<file path="config.mk">
export PLATFORM = sky130hd
export DESIGN_NAME = load_cmd_scheduler
export DESIGN_NICKNAME = d
export VERILOG_FILES = /design/src/rtl/load_sched_pkg.sv /design/src/rtl/load_cmd_fifo.sv /design/src/rtl/load_cmd_scheduler.sv
export SDC_FILE = /design/constraint.sdc
export NUM_CORES = 1
export LEC_CHECK = 0
export CELL_PAD_IN_SITES_DETAIL_PLACEMENT = 2
export CELL_PAD_IN_SITES_GLOBAL_PLACEMENT = 2
export CORE_MARGIN = 10
export CORE_UTILIZATION = 35
export DETAILED_ROUTE_END_ITERATION = 6
export PLACE_DENSITY_LB_ADDON = 0.1
export SYNTH_ARGS = -nofsm -noshare
export SYNTH_HDL_FRONTEND = slang
export SYNTH_SLANG_ARGS = --single-unit
</file>
<file path="constraint.sdc">
create_clock -name clk -period 5.7 [get_ports clk]
set_clock_uncertainty 0.15 [all_clocks]
set_input_delay 1.14 -clock clk [delete_from_list [all_inputs] [get_ports clk]]
set_output_delay 1.14 -clock clk [all_outputs]
set_load 0.1 [all_outputs]
</file>
<file path="src/rtl/load_sched_pkg.sv">
// Shared types and constants for the load command scheduler.
package load_sched_pkg;

  localparam int ADDR_W = 12;
  localparam int LEN_W  = 12;
  localparam int ID_W   = 8;

  localparam logic [1:0] RESP_OKAY   = 2'b00;
  localparam logic [1:0] RESP_EXOKAY = 2'b01;
  localparam logic [1:0] RESP_SLVERR = 2'b10;
  localparam logic [1:0] RESP_DECERR = 2'b11;

  localparam logic [2:0] AXI_SIZE_4B = 3'b010;

  typedef enum logic [1:0] {
    S_IDLE  = 2'd0,
    S_ISSUE = 2'd1,
    S_WAIT  = 2'd2,
    S_ABORT = 2'd3
  } state_e;

  // One queued whole-tensor load descriptor
  typedef struct packed {
    logic [ADDR_W-1:0] dram_addr;
    logic [ADDR_W-1:0] ld_addr;
    logic [LEN_W-1:0]  len;
    logic [2:0]        str;
    logic [1:0]        sram_type;
  } desc_t;

  localparam int DESC_W = $bits(desc_t);

endpackage

</file>
<file path="src/rtl/load_cmd_fifo.sv">
// Synchronous descriptor FIFO with full/empty flags (DEPTH power of 2).
module load_cmd_fifo
  import load_sched_pkg::*;
#(
  parameter int DEPTH = 4,
  parameter int WIDTH = DESC_W
) (
  input  logic             clk,
  input  logic             rst_n,
  input  logic             push,
  input  logic             pop,
  input  logic [WIDTH-1:0] wdata,
  output logic [WIDTH-1:0] rdata,
  output logic             full,
  output logic             empty
);

  localparam int AW = $clog2(DEPTH);
  localparam logic [AW:0] PTR_ONE = {{AW{1'b0}}, 1'b1};

  logic [WIDTH-1:0] mem_q [DEPTH];
  logic [AW:0]      wptr_q, wptr_d;
  logic [AW:0]      rptr_q, rptr_d;
  logic             do_push, do_pop;

  // Pointer advance; the extra MSB distinguishes full from empty
  always_comb begin
    do_push = push & ~full;
    do_pop  = pop & ~empty;
    wptr_d  = do_push ? wptr_q + PTR_ONE : wptr_q;
    rptr_d  = do_pop  ? rptr_q + PTR_ONE : rptr_q;
  end

  // Pointer registers
  always_ff @(posedge clk) begin
    if (!rst_n) begin
      wptr_q <= '0;
      rptr_q <= '0;
    end else begin
      wptr_q <= wptr_d;
      rptr_q <= rptr_d;
    end
  end

  // Storage array, not reset (contents only valid between pointers)
  always_ff @(posedge clk) begin
    if (do_push) mem_q[wptr_q[AW-1:0]] <= wdata;
  end

  assign rdata = mem_q[rptr_q[AW-1:0]];
  assign empty = (wptr_q == rptr_q);
  assign full  = (wptr_q[AW] != rptr_q[AW]) && (wptr_q[AW-1:0] == rptr_q[AW-1:0]);

endmodule

</file>
<file path="src/rtl/load_cmd_scheduler.sv">
// Load command scheduler: queues tensor load descriptors, splits them into
// AXI read bursts, tracks R-channel completion and reports done/error.
// Optional macro LOAD_SCHED_RETRY_EN: re-issue errored bursts up to MAX_RETRY
// times before aborting; when undefined any bad burst aborts the descriptor.
module load_cmd_scheduler
  import load_sched_pkg::*;
#(
  parameter int DEPTH     = 4,
  parameter int MAX_BEATS = 16,
  parameter int MAX_RETRY = 3
) (
  input  logic              clk,
  input  logic              rst_n,
  input  logic              cmd_vld,
  output logic              cmd_rdy,
  input  logic [ADDR_W-1:0] cmd_dram_addr,
  input  logic [ADDR_W-1:0] cmd_ld_addr,
  input  logic [LEN_W-1:0]  cmd_len,
  input  logic [2:0]        cmd_str,
  input  logic [1:0]        cmd_sram_type,
  output logic              ctrl_load_vld,
  output logic [ID_W-1:0]   ctrl_load_id,
  output logic [ADDR_W-1:0] ctrl_load_dram_addr,
  output logic [7:0]        ctrl_load_len,
  output logic [2:0]        ctrl_load_size,
  output logic [2:0]        ctrl_load_str,
  output logic [ADDR_W-1:0] ctrl_load_ld_addr,
  output logic [1:0]        ctrl_load_sram_type,
  input  logic [ID_W-1:0]   ctrl_sram_rid,
  input  logic [1:0]        ctrl_sram_rresp,
  input  logic              ctrl_sram_rlast,
  input  logic              ctrl_sram_rvld,
  output logic              sched_busy,
  output logic              sched_done,
  output logic              sched_err
);

  // Reject parameter sets the datapath widths cannot represent
  if (DEPTH < 2 || (DEPTH & (DEPTH - 1)) != 0 || MAX_BEATS < 1 || MAX_BEATS > 256 ||
      MAX_RETRY < 0) begin : g_bad_params
    $error("load_cmd_scheduler: illegal parameter set");
  end

  localparam logic [LEN_W-1:0] MAXB_LEN  = LEN_W'(MAX_BEATS);
  localparam logic [8:0]       MAXB_BEAT = 9'(MAX_BEATS);

  state_e            state_q, state_d;
  logic [ID_W-1:0]   id_cnt_q, id_cnt_d;
  logic [ID_W-1:0]   cur_id_q, cur_id_d;
  logic [LEN_W-1:0]  rem_q, rem_d;
  logic [ADDR_W-1:0] daddr_q, daddr_d;
  logic [ADDR_W-1:0] saddr_q, saddr_d;
  logic [2:0]        str_q, str_d;
  logic [1:0]        type_q, type_d;
  logic [8:0]        cnt_q, cnt_d;
  logic              bad_q, bad_d;
  logic              done_q, done_d;

`ifdef LOAD_SCHED_RETRY_EN
  localparam int RETRY_W = (MAX_RETRY < 1) ? 1 : $clog2(MAX_RETRY + 1);
  localparam logic [RETRY_W-1:0] RETRY_MAX = RETRY_W'(MAX_RETRY);
  logic [RETRY_W-1:0] retry_q, retry_d;
`endif

  desc_t      push_desc, pop_desc;
  logic       fifo_push, fifo_pop, fifo_full, fifo_empty;
  logic [8:0] beats_c;
  logic [7:0] arlen_c;
  logic [LEN_W-1:0] rem_next;
  logic       beat_hit, beat_err, bad_now, issuing;

  assign cmd_rdy   = rst_n & ~fifo_full;
  assign fifo_push = cmd_vld & cmd_rdy;
  assign push_desc = '{dram_addr: cmd_dram_addr, ld_addr: cmd_ld_addr, len: cmd_len,
                       str: cmd_str, sram_type: cmd_sram_type};

  load_cmd_fifo #(.DEPTH(DEPTH), .WIDTH(DESC_W)) u_fifo (
    .clk   (clk),
    .rst_n (rst_n),
    .push  (fifo_push),
    .pop   (fifo_pop),
    .wdata (push_desc),
    .rdata (pop_desc),
    .full  (fifo_full),
    .empty (fifo_empty)
  );

  // Burst sizing and R-beat qualification
  always_comb begin
    beats_c  = (rem_q > MAXB_LEN) ? MAXB_BEAT : rem_q[8:0];
    arlen_c  = 8'(beats_c - 9'd1);
    rem_next = rem_q - {3'b000, beats_c};
    beat_hit = ctrl_sram_rvld && (ctrl_sram_rid == cur_id_q);
    beat_err = (ctrl_sram_rresp == RESP_SLVERR) || (ctrl_sram_rresp == RESP_DECERR);
    bad_now  = bad_q | beat_err;
  end

  // Next-state and working-register updates
  always_comb begin
    state_d  = state_q;
    id_cnt_d = id_cnt_q;
    cur_id_d = cur_id_q;
    rem_d    = rem_q;
    daddr_d  = daddr_q;
    saddr_d  = saddr_q;
    str_d    = str_q;
    type_d   = type_q;
    cnt_d    = cnt_q;
    bad_d    = bad_q;
    done_d   = 1'b0;
    fifo_pop = 1'b0;
`ifdef LOAD_SCHED_RETRY_EN
    retry_d  = retry_q;
`endif
    case (state_q)
      S_IDLE: begin
        if (!fifo_empty) begin
          fifo_pop = 1'b1;
          rem_d    = pop_desc.len;
          daddr_d  = pop_desc.dram_addr;
          saddr_d  = pop_desc.ld_addr;
          str_d    = pop_desc.str;
          type_d   = pop_desc.sram_type;
`ifdef LOAD_SCHED_RETRY_EN
          retry_d  = '0;
`endif
          if (pop_desc.len == '0) done_d  = 1'b1;
          else                    state_d = S_ISSUE;
        end
      end
      S_ISSUE: begin
        cur_id_d = id_cnt_q;
        id_cnt_d = id_cnt_q + 8'd1;
        cnt_d    = '0;
        bad_d    = 1'b0;
        state_d  = S_WAIT;
      end
      S_WAIT: begin
        if (beat_hit) begin
          cnt_d = cnt_q + 9'd1;
          bad_d = bad_now;
          if (ctrl_sram_rlast) begin
            if (!bad_now && (cnt_q + 9'd1 == beats_c)) begin
              daddr_d = daddr_q + {1'b0, beats_c, 2'b00};
              saddr_d = saddr_q + {3'b000, beats_c};
              rem_d   = rem_next;
              if (rem_next == '0) begin
                done_d  = 1'b1;
                state_d = S_IDLE;
              end else begin
                state_d = S_ISSUE;
              end
            end else begin
`ifdef LOAD_SCHED_RETRY_EN
              if (retry_q < RETRY_MAX) begin
                retry_d = retry_q + RETRY_W'(1);
                state_d = S_ISSUE;
              end else begin
                state_d = S_ABORT;
              end
`else
              state_d = S_ABORT;
`endif
            end
          end
        end
      end
      S_ABORT: state_d = S_IDLE;
      default: state_d = S_IDLE;
    endcase
  end

  // Control state, reset to idle
  always_ff @(posedge clk) begin
    if (!rst_n) begin
      state_q  <= S_IDLE;
      id_cnt_q <= '0;
      done_q   <= 1'b0;
`ifdef LOAD_SCHED_RETRY_EN
      retry_q  <= '0;
`endif
    end else begin
      state_q  <= state_d;
      id_cnt_q <= id_cnt_d;
      done_q   <= done_d;
`ifdef LOAD_SCHED_RETRY_EN
      retry_q  <= retry_d;
`endif
    end
  end

  // Working registers, loaded before use so left unreset
  always_ff @(posedge clk) begin
    cur_id_q <= cur_id_d;
    rem_q    <= rem_d;
    daddr_q  <= daddr_d;
    saddr_q  <= saddr_d;
    str_q    <= str_d;
    type_q   <= type_d;
    cnt_q    <= cnt_d;
    bad_q    <= bad_d;
  end

  // Command fields are only driven during the issue cycle so they read 0 otherwise
  always_comb begin
    issuing             = (state_q == S_ISSUE);
    ctrl_load_vld       = issuing;
    ctrl_load_id        = issuing ? id_cnt_q    : '0;
    ctrl_load_dram_addr = issuing ? daddr_q     : '0;
    ctrl_load_len       = issuing ? arlen_c     : '0;
    ctrl_load_size      = issuing ? AXI_SIZE_4B : '0;
    ctrl_load_str       = issuing ? str_q       : '0;
    ctrl_load_ld_addr   = issuing ? saddr_q     : '0;
    ctrl_load_sram_type = issuing ? type_q      : '0;
    sched_busy          = (state_q != S_IDLE) | ~fifo_empty;
    sched_done          = done_q;
    sched_err           = (state_q == S_ABORT);
  end

endmodule

</file>
; After elaboration in Yosys (flattened, before gate mapping)
; Memories as Yosys holds them, arrays and structs flattened. A register that Yosys moved wholly into a read port is not among the register bits.
; Cells that the tools add are included.
[classes]
order_cmp = 1
bitwise_logic = 8
reduce_logical = 15
n_eq_ne = 15
n_mux = 47
add_sub_neg = 8
[ops]
columns = op, count
row1 = $mux 12, 14
row2 = $pmux 12 s2, 3
row3 = $logic_not 12->1, 2
row4 = $mux 2, 9
row5 = $mux 9, 2
row6 = $pmux 9 s2, 1
row7 = $mux 8, 2
row8 = $add 12x11->12, 1
row9 = $add 12x9->12, 1
row10 = $gt 12x5->1 const B, 1
row11 = $mux 1, 12
row12 = $sub 12x9->12, 1
row13 = $ne 2x2->1 const B, 5
row14 = $add 9x1->9 const B, 1
row15 = $eq 9x9->1, 1
row16 = $add 8x1->8 const B, 1
row17 = $eq 2x2->1 const B, 4
row18 = $eq 8x8->1, 1
row19 = $pmux 2 s4, 1
row20 = $sub 8x1->8 const B, 1
row21 = $add 3x1->3 const B, 2
row22 = $reduce_bool 2->1, 3
row23 = $reduce_and 5->1, 1
row24 = $and 1x1->1, 4
row25 = other kinds (14), 20
[totals]
out_inout_bits = 53
register_bits = 76
ramBits = 164
mem_count = 1
elab_cells = 108
[memory_table]
columns = memory, words, word_bits, rd, rd_ports_with_merged_regs, wr, line
row1 = u_fifo.mem_q, 4, 41, 1, 1, 1, load_cmd_fifo.sv:21  ; logic [WIDTH-1:0] mem_q [DEPTH];

; Longest topological paths before layout
[logic_depth]
ltp_word = 9
ltp_mapped = 14
depth_no_buf = 13

; Modules after synthesis
; From an unflattened synthesis, not the netlist that was laid out.
[unflattened]
hier_cells = 791
area_unflattened_um2 = 11237.0
[modules_own_cells]
columns = module, area_each_um2, seq_area_each_um2, n_inst, cells_each
row1 = load_cmd_fifo, 6465.0, 5084.9, 1, 283
row2 = load_cmd_scheduler, 4772.1, 1991.9, 1, 508

; Worst setup path after synthesis
; No wires, ideal clock.
[synth_path]
path_type = flip-flop to output port
startpoint = reg rem_q[10]
endpoint = out ctrl_load_len[5]
required_time_ps = 4410
setup_slack_ps = 279
t_arrival_ps = 4131
path_stages_with_launch = 5
path_cell_list = edfxtp_1 -> or4_4 -> nor2_4 -> nand3_1 -> nor4_1
[synth_via]
elab_chain_len = 4
[synth_lines]
columns = element, line
row1 = from (decl), load_cmd_scheduler.sv:50  ; logic [LEN_W-1:0] rem_q, rem_d;
row2 = from (signal assigned), load_cmd_scheduler.sv:195  ; rem_q <= rem_d;
row3 = $gt 12x5->1, load_cmd_scheduler.sv:90  ; beats_c = (rem_q > MAXB_LEN) ? MAXB_BEAT : rem_q[8:0];
row4 = $mux 9, load_cmd_scheduler.sv:90
row5 = $sub 8x1->8, load_cmd_scheduler.sv:91  ; arlen_c = 8'(beats_c - 9'd1);
row6 = $mux 8, load_cmd_scheduler.sv:210  ; ctrl_load_len = issuing ? arlen_c : '0;
row7 = to (decl), load_cmd_scheduler.sv:24  ; output logic [7:0] ctrl_load_len,
; Every way passes these cells.

; Worst setup path after layout
[layout_path]
startpoint = reg state_q[1]
endpoint = out ctrl_load_str[0]
[layout_via]
elab_chain_len = 2
[layout_lines]
columns = element, line
row1 = from (decl), load_cmd_scheduler.sv:47  ; state_e state_q, state_d;
row2 = from (signal assigned), load_cmd_scheduler.sv:183  ; state_q <= state_d;
row3 = $eq 2x1->1, load_cmd_scheduler.sv:206  ; issuing = (state_q == S_ISSUE);
row4 = $mux 3, load_cmd_scheduler.sv:212  ; ctrl_load_str = issuing ? str_q : '0;
row5 = to (decl), load_cmd_scheduler.sv:26  ; output logic [2:0] ctrl_load_str,
; Every way passes these cells.

==> out/qor.yml <==
drt:
  wl_mm: 29.3
  drtPass1Iterations: 4
  drt_iter0_drc: 261
  via_per_inst: 5.12
  ant_nets: 0
  drc: 0
  vias: 6707
  wl_per_cell_microns: 22.4
critical_path:
  cp-start-kind: "flip-flop"
  crit_type: "flip-flop to output port"
  crit_required_ns: 4.41
  cp_max_fo: 28
  crit_arrival_ns: 3.81
  rrSetupSlack_ns: 1.27
  end_kind: "output port"
synth:
  syn_area_per_cell_sq_um: 14.2
  synth_area_leaders: "edfxtp_1, mux4_2, dfxtp_1"
  synth.top_cell.area_share_pct: 60.9
  ys_seq_area_share_pct: 64.4
  netlist_area_sq_mm: 0.0110
  synthCells: 772
  async_reset_ff_share_pct: 0
  synth_edf_count: 223
  yosysTopAreaCell: "edfxtp_1"
  ys_seq_elements: 242
  ys.flop_type: "edfxtp_1"
  synthDistinctLibCells: 57
  synth_warnings: 0
timing:
  rsz0062_at_grt: "no"
  period_needed_ns: 5.10
  max_freq_ghz: 0.196
  fin_crit_sh_pct: 89.4
  setup_viol: 0
  slew_viol_final: 0
  finalHoldViolations: 0
  fin_tns_setup_ns: 0
  tightest_slew_ns: 1.06
  fin_ws_ns: 0.601
  slew_headroom_pct: 28.2
clocking:
  postCtsHoldBufs: 0
  htreeDepth: 1
  cts_tree: "done"
  clkTransAtPathRegs_ns: 0.06
  numCtsBuffers: 28
  cts.sink_count: 242
  cts_resized: 0
  cts_setup_buffers: 0
  root_buffer: "clkbuf_16"
  clk_latency_ns: 0.55
  clockBufferDepth: 3
final_layout:
  finalInstanceArea_sq_mm: 0.0134
  final_common_cell: "edfxtp_1"
  nets: 978
  syn2layout_area_growth_pct: 22.0
  final_cell_mix: "edfxtp_1, clkdlybuf4s50_1, nand2_1"
  final_util_pct: 43.6
  layout-drive-gt1-share_pct: 13.0
grt:
  grt_overflow_total: 0
  grt_max_degree: 44
  grt_pass1_wl_mm: 46.0
  grt_pass1_vias: 7656
  grt.total_usage_pct: 15.1
  antenna_found_initial: 1
placement:
  io_buffers: 105
  gp_congestion: 0.742
  placed_area_sq_mm: 0.0125
  place_ws_ns: 1.06
  dp_hpwl_mm: 20.4
pwr:
  power_mw: 6.62
  power.density_mw_per_mm2: 494
  p_leak_nw: 4.63
  ir_worst_vdd_v: 0.000259
floorplan:
  core_sq_mm: 0.0307
  ios: 109
  rows: 64
  die_w_microns: 197
  initial_core_util_pct: 35.7
  design.die.area_sq_mm: 0.0389
  die_y_microns: 197
worst_hold_path:
  hp-class: "flip-flop to flip-flop"
run:
  drv_cap: 0
status:
  status: "finished clean"
## synthesized netlist by cell type (all sizes together) (4+ instances only)
master	instances
mux2i	5
nor2b	5
nand2b	5
xnor2	26
a31oi	4
ha	27
nor4	8
xor2	20
a211oi	5
mux4	41
dfxtp	19
nand2	79
a21oi	16
nor2	49
nand3	11
and3	12
and2	44
edfxtp	223
inv	21
o21a	5
clkbuf	21
nor3	19
buf	15
o21ai	35
nand4	4
nor3b	5
o31ai	10
## path summary, 6_finish.rpt
| check | startpoint | cells past startpoint | end |
|---|---|---|---|
| worst min register to register | id_cnt_q[7] | 0 | cur_id_q[7] |
| worst max-delay path | state_q[1] | 7 | ctrl_load_str[0] |
| worst max register to register | rem_q[1] | 12 | saddr_q[11] |
| worst min-delay path | id_cnt_q[7] | 0 | cur_id_q[7] |
## registers in the layout (all words and copies together), names as in the netlist, 8 cells and up, named ones only
register and count:
rem_q 12, cnt_q 9, cur_id_q 8, u_fifo.mem_q 164
saddr_q 12, id_cnt_q 8, daddr_q 12
## area by class of cell
type / count / area, sq um
multi-input combinational: 482 / 3710
clock inverter: 11 / 128
fill: 3003 / 17300
antenna: 1 / 2.50
tap: 396 / 495
timing repair buffer: 118 / 1130
sequential: 242 / 7080
inverter: 21 / 78.8
clock buffer: 39 / 783
## power by group
group / total [mW] / leakage [nW] / switching (mW) / internal [mW]
logic: 2.27 / 1.98 / 1.51 / 0.761
registers: 2.59 / 2.20 / 0.280 / 2.31
clock network: 1.76 / 0.444 / 0.715 / 1.05
total: 6.62 / 4.63 / 2.50 / 4.12
## stage by stage
step,instances,hold WS [ns]
after floorplan,781,0.292
after global placement,1259,0.325
after detailed placement,1259,0.335
after CTS,1309,0.350
after global routing,1309,0.382
final,1310,0.339
## worst max-delay path: stages, from the launching register on
cell and delay [ns]:
dfxtp_1 0.47, inv_1 0.12, nand2_1 0.08, buf_4 0.19, clkinv_1 0.67, buf_4 0.51
and2_1 0.21, clkdlybuf4s50_1 0.98
## per-layer routing
layer  part of all wire, %  global-route usage [%]  wire length (microns)
met1                    44                    18.7                  12900
met2                    50                    26.8                  14800
met3                   4.0                    3.05                   1160
met4                   1.4                    2.79                    424
met5                 0.031                       0                      9
## kinds of logic after synthesis
| logic type | after synthesis | synth area share (%) |
|---|---|---|
| compound gates | 97 | 5.66 |
| xor+xnor | 46 | 3.67 |
| fa+ha+maj | 29 | 3.44 |
| buf+inv | 57 | 2.24 |
| flops | 242 | 64.4 |
| mux | 46 | 8.86 |
| other cells | 2 | 0.0684 |
| simple gates | 253 | 11.7 |
Power figures use the tool's default switching activity.
